$ cat src/rtl/ast_video_pkg.sv
`default_nettype none
// ---------------------------------------------------------------------------
// ast_video_pkg : shared packet types, parser states and widths
// Rev 1.0
// ---------------------------------------------------------------------------
package ast_video_pkg;

  localparam logic [3:0] PKT_VIDEO    = 4'h0;
  localparam logic [3:0] PKT_CTRL     = 4'hF;
  localparam int         CTRL_NIBBLES = 9;
  localparam int         COORD_W      = 12;

  typedef enum logic [1:0] {
    IDLE    = 2'd0,
    CTRL    = 2'd1,
    VIDEO   = 2'd2,
    DISCARD = 2'd3
  } parser_state_t;

endpackage
`default_nettype wire

$ cat src/rtl/ast_pipe_reg.sv
`default_nettype none
// ---------------------------------------------------------------------------
// ast_pipe_reg : one-entry valid/ready register for a pixel and its tags
// Rev 1.0
// ---------------------------------------------------------------------------
module ast_pipe_reg
  import ast_video_pkg::*;
#(
  parameter int DATA_WIDTH = 8
) (
  input  logic                  clock,
  input  logic                  reset_n,
  input  logic                  in_valid,
  output logic                  in_ready,
  input  logic [DATA_WIDTH-1:0] in_data,
  input  logic [COORD_W-1:0]    in_x,
  input  logic [COORD_W-1:0]    in_y,
  input  logic                  in_sof,
  input  logic                  in_eol,
  input  logic                  in_eof,
  output logic                  out_valid,
  input  logic                  out_ready,
  output logic [DATA_WIDTH-1:0] out_data,
  output logic [COORD_W-1:0]    out_x,
  output logic [COORD_W-1:0]    out_y,
  output logic                  out_sof,
  output logic                  out_eol,
  output logic                  out_eof
);

  logic                  valid_q, valid_d;
  logic [DATA_WIDTH-1:0] data_q,  data_d;
  logic [COORD_W-1:0]    x_q,     x_d;
  logic [COORD_W-1:0]    y_q,     y_d;
  logic [2:0]            tag_q,   tag_d;

  // Refill in the same cycle the held entry leaves, so no bubble under steady ready.
  assign in_ready = ~valid_q | out_ready;

  always_comb begin
    valid_d = valid_q;
    data_d  = data_q;
    x_d     = x_q;
    y_d     = y_q;
    tag_d   = tag_q;
    if (in_valid && in_ready) begin
      valid_d = 1'b1;
      data_d  = in_data;
      x_d     = in_x;
      y_d     = in_y;
      tag_d   = {in_sof, in_eol, in_eof};
    end else if (out_ready) begin
      valid_d = 1'b0;
      tag_d   = 3'b000;
    end
  end

  always_ff @(posedge clock or negedge reset_n) begin
    if (!reset_n) begin
      valid_q <= 1'b0;
      data_q  <= '0;
      x_q     <= '0;
      y_q     <= '0;
      tag_q   <= 3'b000;
    end else begin
      valid_q <= valid_d;
      data_q  <= data_d;
      x_q     <= x_d;
      y_q     <= y_d;
      tag_q   <= tag_d;
    end
  end

  assign out_valid = valid_q;
  assign out_data  = data_q;
  assign out_x     = x_q;
  assign out_y     = y_q;
  assign out_sof   = tag_q[2];
  assign out_eol   = tag_q[1];
  assign out_eof   = tag_q[0];

endmodule
`default_nettype wire

$ cat src/rtl/ast_video_frame_parser.sv
`default_nettype none
// ---------------------------------------------------------------------------
// ast_video_frame_parser : Avalon-ST video sink, control/video packet parser
// Rev 1.0
// ---------------------------------------------------------------------------
module ast_video_frame_parser
  import ast_video_pkg::*;
#(
  parameter int DATA_WIDTH = 8,
  parameter int MAX_WIDTH  = 640,
  parameter int MAX_HEIGHT = 480
) (
  input  logic                  clock,
  input  logic                  reset_n,
  input  logic [DATA_WIDTH-1:0] din_data,
  input  logic                  din_valid,
  input  logic                  din_startofpacket,
  input  logic                  din_endofpacket,
  output logic                  din_ready,
  output logic [DATA_WIDTH-1:0] pix_data,
  output logic                  pix_valid,
  input  logic                  pix_ready,
  output logic [COORD_W-1:0]    pix_x,
  output logic [COORD_W-1:0]    pix_y,
  output logic                  pix_sof,
  output logic                  pix_eol,
  output logic                  pix_eof,
  output logic [COORD_W-1:0]    frame_width,
  output logic [COORD_W-1:0]    frame_height,
  output logic [3:0]            frame_interlace,
  output logic                  err_ctrl,
  output logic                  err_short,
  output logic                  err_long,
  output logic [15:0]           frame_count
);

  parser_state_t      state_q, state_d;
  logic [3:0]         cnt_q, cnt_d;
  logic [15:0]        shw_q, shw_d;
  logic [15:0]        shh_q, shh_d;
  logic [COORD_W-1:0] vw_q, vw_d;
  logic [COORD_W-1:0] vh_q, vh_d;
  logic [COORD_W-1:0] x_q, x_d;
  logic [COORD_W-1:0] y_q, y_d;
  logic               done_q, done_d;
  logic [COORD_W-1:0] fw_q, fw_d;
  logic [COORD_W-1:0] fh_q, fh_d;
  logic [3:0]         fi_q, fi_d;
  logic [15:0]        fc_q, fc_d;
  logic               err_ctrl_q, err_ctrl_d;
  logic               err_short_q, err_short_d;
  logic               err_long_q, err_long_d;

  logic               pipe_ready;
  logic               pix_load;
  logic               beat_acc;
  logic [3:0]         nib;
  logic               dims_ok;
  logic               at_eol;
  logic               at_eof;

  assign din_ready = (state_q == VIDEO) ? pipe_ready : 1'b1;
  assign beat_acc  = din_valid & din_ready;
  assign nib       = din_data[3:0];
  assign dims_ok   = (shw_q != 16'd0) && (shw_q <= 16'(MAX_WIDTH)) &&
                     (shh_q != 16'd0) && (shh_q <= 16'(MAX_HEIGHT));
  assign at_eol    = (x_q == vw_q - 12'd1);
  assign at_eof    = at_eol && (y_q == vh_q - 12'd1);

  always_comb begin
    state_d     = state_q;
    cnt_d       = cnt_q;
    shw_d       = shw_q;
    shh_d       = shh_q;
    vw_d        = vw_q;
    vh_d        = vh_q;
    x_d         = x_q;
    y_d         = y_q;
    done_d      = done_q;
    fw_d        = fw_q;
    fh_d        = fh_q;
    fi_d        = fi_q;
    fc_d        = fc_q;
    err_ctrl_d  = 1'b0;
    err_short_d = 1'b0;
    err_long_d  = 1'b0;
    pix_load    = 1'b0;

    if (beat_acc) begin
      if (din_startofpacket) begin
        // An SOP always starts a new header, aborting whatever was in progress.
        if (state_q == CTRL)  err_ctrl_d  = 1'b1;
        if (state_q == VIDEO) err_short_d = 1'b1;
        case (nib)
          PKT_CTRL: begin
            cnt_d = 4'd0;
            shw_d = 16'd0;
            shh_d = 16'd0;
            if (din_endofpacket) begin
              err_ctrl_d = 1'b1;
              state_d    = IDLE;
            end else begin
              state_d    = CTRL;
            end
          end
          PKT_VIDEO: begin
            x_d     = '0;
            y_d     = '0;
            done_d  = 1'b0;
            vw_d    = fw_q;
            vh_d    = fh_q;
            state_d = din_endofpacket ? IDLE : VIDEO;
          end
          default: state_d = din_endofpacket ? IDLE : DISCARD;
        endcase
      end else begin
        case (state_q)
          CTRL: begin
            cnt_d = cnt_q + 4'd1;
            if (cnt_q < 4'd4)      shw_d = {shw_q[11:0], nib};
            else if (cnt_q < 4'd8) shh_d = {shh_q[11:0], nib};
            if (cnt_q == 4'(CTRL_NIBBLES - 1)) begin
              if (din_endofpacket && dims_ok) begin
                fw_d = shw_q[COORD_W-1:0];
                fh_d = shh_q[COORD_W-1:0];
                fi_d = nib;
              end else begin
                err_ctrl_d = 1'b1;
              end
              state_d = din_endofpacket ? IDLE : DISCARD;
            end else if (din_endofpacket) begin
              err_ctrl_d = 1'b1;
              state_d    = IDLE;
            end
          end
          VIDEO: begin
            if (done_q) begin
              err_long_d = 1'b1;
              state_d    = din_endofpacket ? IDLE : DISCARD;
            end else begin
              pix_load = 1'b1;
              if (at_eol) begin
                x_d = '0;
                y_d = y_q + 12'd1;
              end else begin
                x_d = x_q + 12'd1;
              end
              if (at_eof) begin
                if (din_endofpacket) begin
                  fc_d    = fc_q + 16'd1;
                  state_d = IDLE;
                end else begin
                  done_d  = 1'b1;
                end
              end else if (din_endofpacket) begin
                err_short_d = 1'b1;
                state_d     = IDLE;
              end
            end
          end
          DISCARD: if (din_endofpacket) state_d = IDLE;
          default: ;
        endcase
      end
    end
  end

  always_ff @(posedge clock or negedge reset_n) begin
    if (!reset_n) begin
      state_q     <= IDLE;
      cnt_q       <= 4'd0;
      shw_q       <= 16'd0;
      shh_q       <= 16'd0;
      vw_q        <= 12'(MAX_WIDTH);
      vh_q        <= 12'(MAX_HEIGHT);
      x_q         <= '0;
      y_q         <= '0;
      done_q      <= 1'b0;
      fw_q        <= 12'(MAX_WIDTH);
      fh_q        <= 12'(MAX_HEIGHT);
      fi_q        <= 4'd0;
      fc_q        <= 16'd0;
      err_ctrl_q  <= 1'b0;
      err_short_q <= 1'b0;
      err_long_q  <= 1'b0;
    end else begin
      state_q     <= state_d;
      cnt_q       <= cnt_d;
      shw_q       <= shw_d;
      shh_q       <= shh_d;
      vw_q        <= vw_d;
      vh_q        <= vh_d;
      x_q         <= x_d;
      y_q         <= y_d;
      done_q      <= done_d;
      fw_q        <= fw_d;
      fh_q        <= fh_d;
      fi_q        <= fi_d;
      fc_q        <= fc_d;
      err_ctrl_q  <= err_ctrl_d;
      err_short_q <= err_short_d;
      err_long_q  <= err_long_d;
    end
  end

  ast_pipe_reg #(
    .DATA_WIDTH (DATA_WIDTH)
  ) u_pipe (
    .clock     (clock),
    .reset_n   (reset_n),
    .in_valid  (pix_load),
    .in_ready  (pipe_ready),
    .in_data   (din_data),
    .in_x      (x_q),
    .in_y      (y_q),
    .in_sof    ((x_q == '0) && (y_q == '0)),
    .in_eol    (at_eol),
    .in_eof    (at_eof),
    .out_valid (pix_valid),
    .out_ready (pix_ready),
    .out_data  (pix_data),
    .out_x     (pix_x),
    .out_y     (pix_y),
    .out_sof   (pix_sof),
    .out_eol   (pix_eol),
    .out_eof   (pix_eof)
  );

  assign frame_width     = fw_q;
  assign frame_height    = fh_q;
  assign frame_interlace = fi_q;
  assign frame_count     = fc_q;
  assign err_ctrl        = err_ctrl_q;
  assign err_short       = err_short_q;
  assign err_long        = err_long_q;

endmodule
`default_nettype wire

$ cat config.mk
export PLATFORM = sky130hd
export DESIGN_NAME = ast_video_frame_parser
export DESIGN_NICKNAME = d
export VERILOG_FILES = /design/src/rtl/ast_video_pkg.sv /design/src/rtl/ast_pipe_reg.sv /design/src/rtl/ast_video_frame_parser.sv
export SDC_FILE = /design/constraint.sdc
export NUM_CORES = 1
export LEC_CHECK = 0
export CAP_MARGIN = 20
export CORE_MARGIN = 2
export CORE_UTILIZATION = 45
export DETAILED_ROUTE_END_ITERATION = 8
export PLACE_DENSITY = 0.64
export SLEW_MARGIN = 20
export SYNTH_ARGS = -nofsm -noshare
export SYNTH_HDL_FRONTEND = slang
export SYNTH_SLANG_ARGS = --single-unit
$ cat constraint.sdc
create_clock -name clock -period 5.3 [get_ports clock]
set_input_delay 1.325 -clock clock [delete_from_list [all_inputs] [get_ports clock]]
set_output_delay 1.325 -clock clock [all_outputs]
set_load 0.005 [all_outputs]
==> flow_summary.yaml <==
run_status:
  status: "complete, no violations"
logic_synthesis:
  syn_inst: 867
  ys_types: 58
  synthFlopType: "dfrtp_1"
  synth_warnings: 0
  synth_top_cell_by_area: "dfrtp_1"
  yosysSeqAreaShare_pct: 51.8
  yosysMostFrequentCell: "nand2_1"
  synth.avg_cell_area_sq_um: 9.50
  async_flop_share_pct: 100
  synthTopCellsByCount: "nand2_1, dfrtp_1, o21ai_0"
  synth-edff-count: 0
  syn_nets: 890
  synthesis.area_sq_um: 8240
  synth_seq_cells: 170
  yosysTopAreaCellShare_pct: 48.0
  synth.area.top_cells: "dfrtp_1, nand2_1, dfstp_2"
timing:
  worst_slack_ns: 1.17
  holdWs_ns: 0.467
  finClkSkew_ns: 0.00708
  max_freq_ghz: 0.242
  fin_crit_ns: 4.13
  max_slew_margin_pct: 23.3
  rsz0062_at_grt: "no"
  worst_pin_slew_ns: 1.14
  setup_violations: 0
  slew_viol_final: 0
  hold_viol: 0
  tns_ns: 0
  timing.final.crit_share_pct: 78.0
grt:
  grt_pass1_wl_mm: 31.8
  grt_busiest_layer: "met2"
  antenna_found_initial: 0
  met3_usage_pct: 3.96
  gr-usage-all-layers_pct: 20.4
  use_met2_pct: 30.9
  use_met1_pct: 29.7
  grt_pass1_vias: 6090
  gr-total-overflow: 0
  grt_max_degree: 108
floorplanning:
  start_util_pct: 45.9
  ioPinCount: 98
  die_area_sq_um: 19400
  num_rows: 49
  die_height_um: 139
  die-width_um: 139
  core-area_sq_um: 18000
clocking:
  hold_buffers: 0
  htreeDepth: 4
  postCtsSetupRepairBufs: 0
  worstSkewPairLatency_ns: 0.44
  cts_buffers: 17
  clk_path_buf_depth: 2
  clk_pin_slew_ns: 0.07
  cts_sinks: 170
  postCtsResizedCells: 0
  tritoncts: "yes"
  ctsRootBufferMaster: "clkbuf_16"
critical_path:
  path_max_fanout: 5
  reg2reg_to: "frame_count[1]$_DFFE_PN0P_"
  crit_path_end_kind: "output pin"
  start_kind: "primary input"
  critPathRequiredTime_ns: 3.97
  ff2ff_setup_slack_ns: 1.71
  r2r_start: "vh_q[0]$_DFFE_PN0P_"
  worst-r2r-cell-count: 9
  path_class: "primary input to output pin"
  worst_ep_arrival_time_ns: 2.81
cells_and_area:
  fin_nets: 972
  nFillCells: 1633
  antenna_cells: 0
  post-route-util_pct: 55.7
  final_cells: 1191
  drive_above_1_share_pct: 10.6
  areaGrowthSynthToFinish_pct: 21.4
  fin_area_sq_um: 10000
power:
  p_comb_share_pct: 19.4
  powerDensity_nw_per_um2: 359
  p_seq_share_pct: 45.7
  leakage_nw: 4.67
  pwr-share-clk_pct: 34.9
  total_power_mw: 3.60
  p_int_mw: 2.53
  ir_drop_mv: 0.253
  switching_share_pct: 29.8
  power_switching_mw: 1.07
drt:
  drc: 0
  wirelength_mm: 19.1
  drt-pass1-iter-count: 5
  viasPerCell: 5.34
  vias: 6357
  drt.antenna.violating_nets: 0
  wire_per_inst_um: 16.0
  drt_iter0_drc: 405
min_path:
  hold_start: "frame_count[15]$_DFFE_PN0P_"
  hold_depth: 1
  hold_class: "flop to flop"
  hold_path_end: "frame_count[15]$_DFFE_PN0P_"
placed_design:
  portBuffers: 97
  pre_cts_slack_ns: 1.19
  gpl.final_weighted_congestion: 0.851
  place_area_sq_um: 9410
  hpwl_mm: 13.3
  dp.cells: 1159
run:
  timing.max_cap.violations: 0
## critical path: stages
cell             delay [ns]
clkdlybuf4s50_1        0.48
nor4bb_1               0.45
inv_1                  0.10
clkdlybuf4s50_1        0.46
## logic make-up after synthesis
| family | count (synthesis) | synth area share, % |
|---|---|---|
| xor gates and xnor gates | 47 | 5.00 |
| and+or+nand+nor | 427 | 25.4 |
| AOI/OAI and AO/OA | 116 | 9.14 |
| DFF | 170 | 51.8 |
| buffers and inverters | 68 | 3.25 |
| adders and majority gates | 9 | 1.37 |
| muxes | 30 | 4.07 |
## power by group through the flow
stage               clock network, mW  logic [mW]  registers [mW]
global placement                    0       0.692            1.66
floorplan                           0       0.460            1.60
detailed placement                  0       0.701            1.66
CTS                              1.28       0.704            1.64
finish                           1.26       0.697            1.64
global route                     1.34       0.785            1.67
## flip-flops by register name, summed over array words and instances, names as in the netlist
name / cells
frame_count: 16
shh_q: 16
shw_q: 16
frame_height: 12
frame_width: 12
u_pipe.out_x: 12
u_pipe.out_y: 12
vh_q: 12
vw_q: 12
x_q: 12
y_q: 12
u_pipe.out_data: 8
cnt_q: 4
frame_interlace: 4
u_pipe.tag_q: 3
state_q: 2
done_q: 1
err_ctrl: 1
err_long: 1
err_short: 1
u_pipe.out_valid: 1
## layout by cell type (no fill, tap or decap), drive strengths merged, types with 4 or more instances in the layout
cell type | netlist | layout
a21oi | 9 | 9
and2 | 7 | 7
buf | 5 | 12
nand4 | 10 | 10
nand2b | 10 | 10
dfstp | 12 | 12
nor4 | 14 | 14
ha | 9 | 9
nor2b | 13 | 13
o21a | 15 | 15
clkbuf | 40 | 19
a31oi | 13 | 13
dfrtp | 158 | 158
xor2 | 24 | 24
mux2 | 28 | 28
or4 | 13 | 13
nor3 | 34 | 34
and4 | 4 | 4
o311ai | 4 | 4
a22oi | 4 | 4
nand3 | 31 | 31
or3 | 7 | 7
nand3b | 6 | 6
inv | 23 | 27
clkinv | 0 | 5
a211oi | 5 | 5
o21ai | 50 | 50
nor2 | 27 | 27
xnor2 | 23 | 23
nand2 | 227 | 227
and3 | 10 | 10
clkdlybuf4s50 | 0 | 96
## per-layer routing
| metal | up-vias | part of all wire [%] |
|---|---|---|
| met5 | - | 0 |
| met4 | 0 | 1.8 |
| met2 | 118 | 46 |
| li1 | 3144 | - |
| met1 | 3077 | 49 |
| met3 | 18 | 3.5 |
## layout make-up
class / count / area (sq um) / share of cell area, %
well taps: 229 / 287 / 2.86
flip-flops and latches: 170 / 4270 / 42.7
clock inverters: 13 / 141 / 1.41
inverters: 23 / 86.3 / 0.863
repair buffers: 108 / 1050 / 10.5
multi-input cells: 629 / 3710 / 37.1
clock buffers: 19 / 453 / 4.53
## worst max path at each step
stage	start	endpoint	slack, ns
final	pix_ready	din_ready	1.17
after global routing	pix_ready	din_ready	1.07
after CTS	pix_ready	din_ready	1.17
after detailed placement	pix_ready	din_ready	1.19
after global placement	pix_ready	din_ready	1.18
after floorplan	din_data[0]	y_q[10]$_DFFE_PN0P_	2.01
Power figures use the tool's default switching activity.
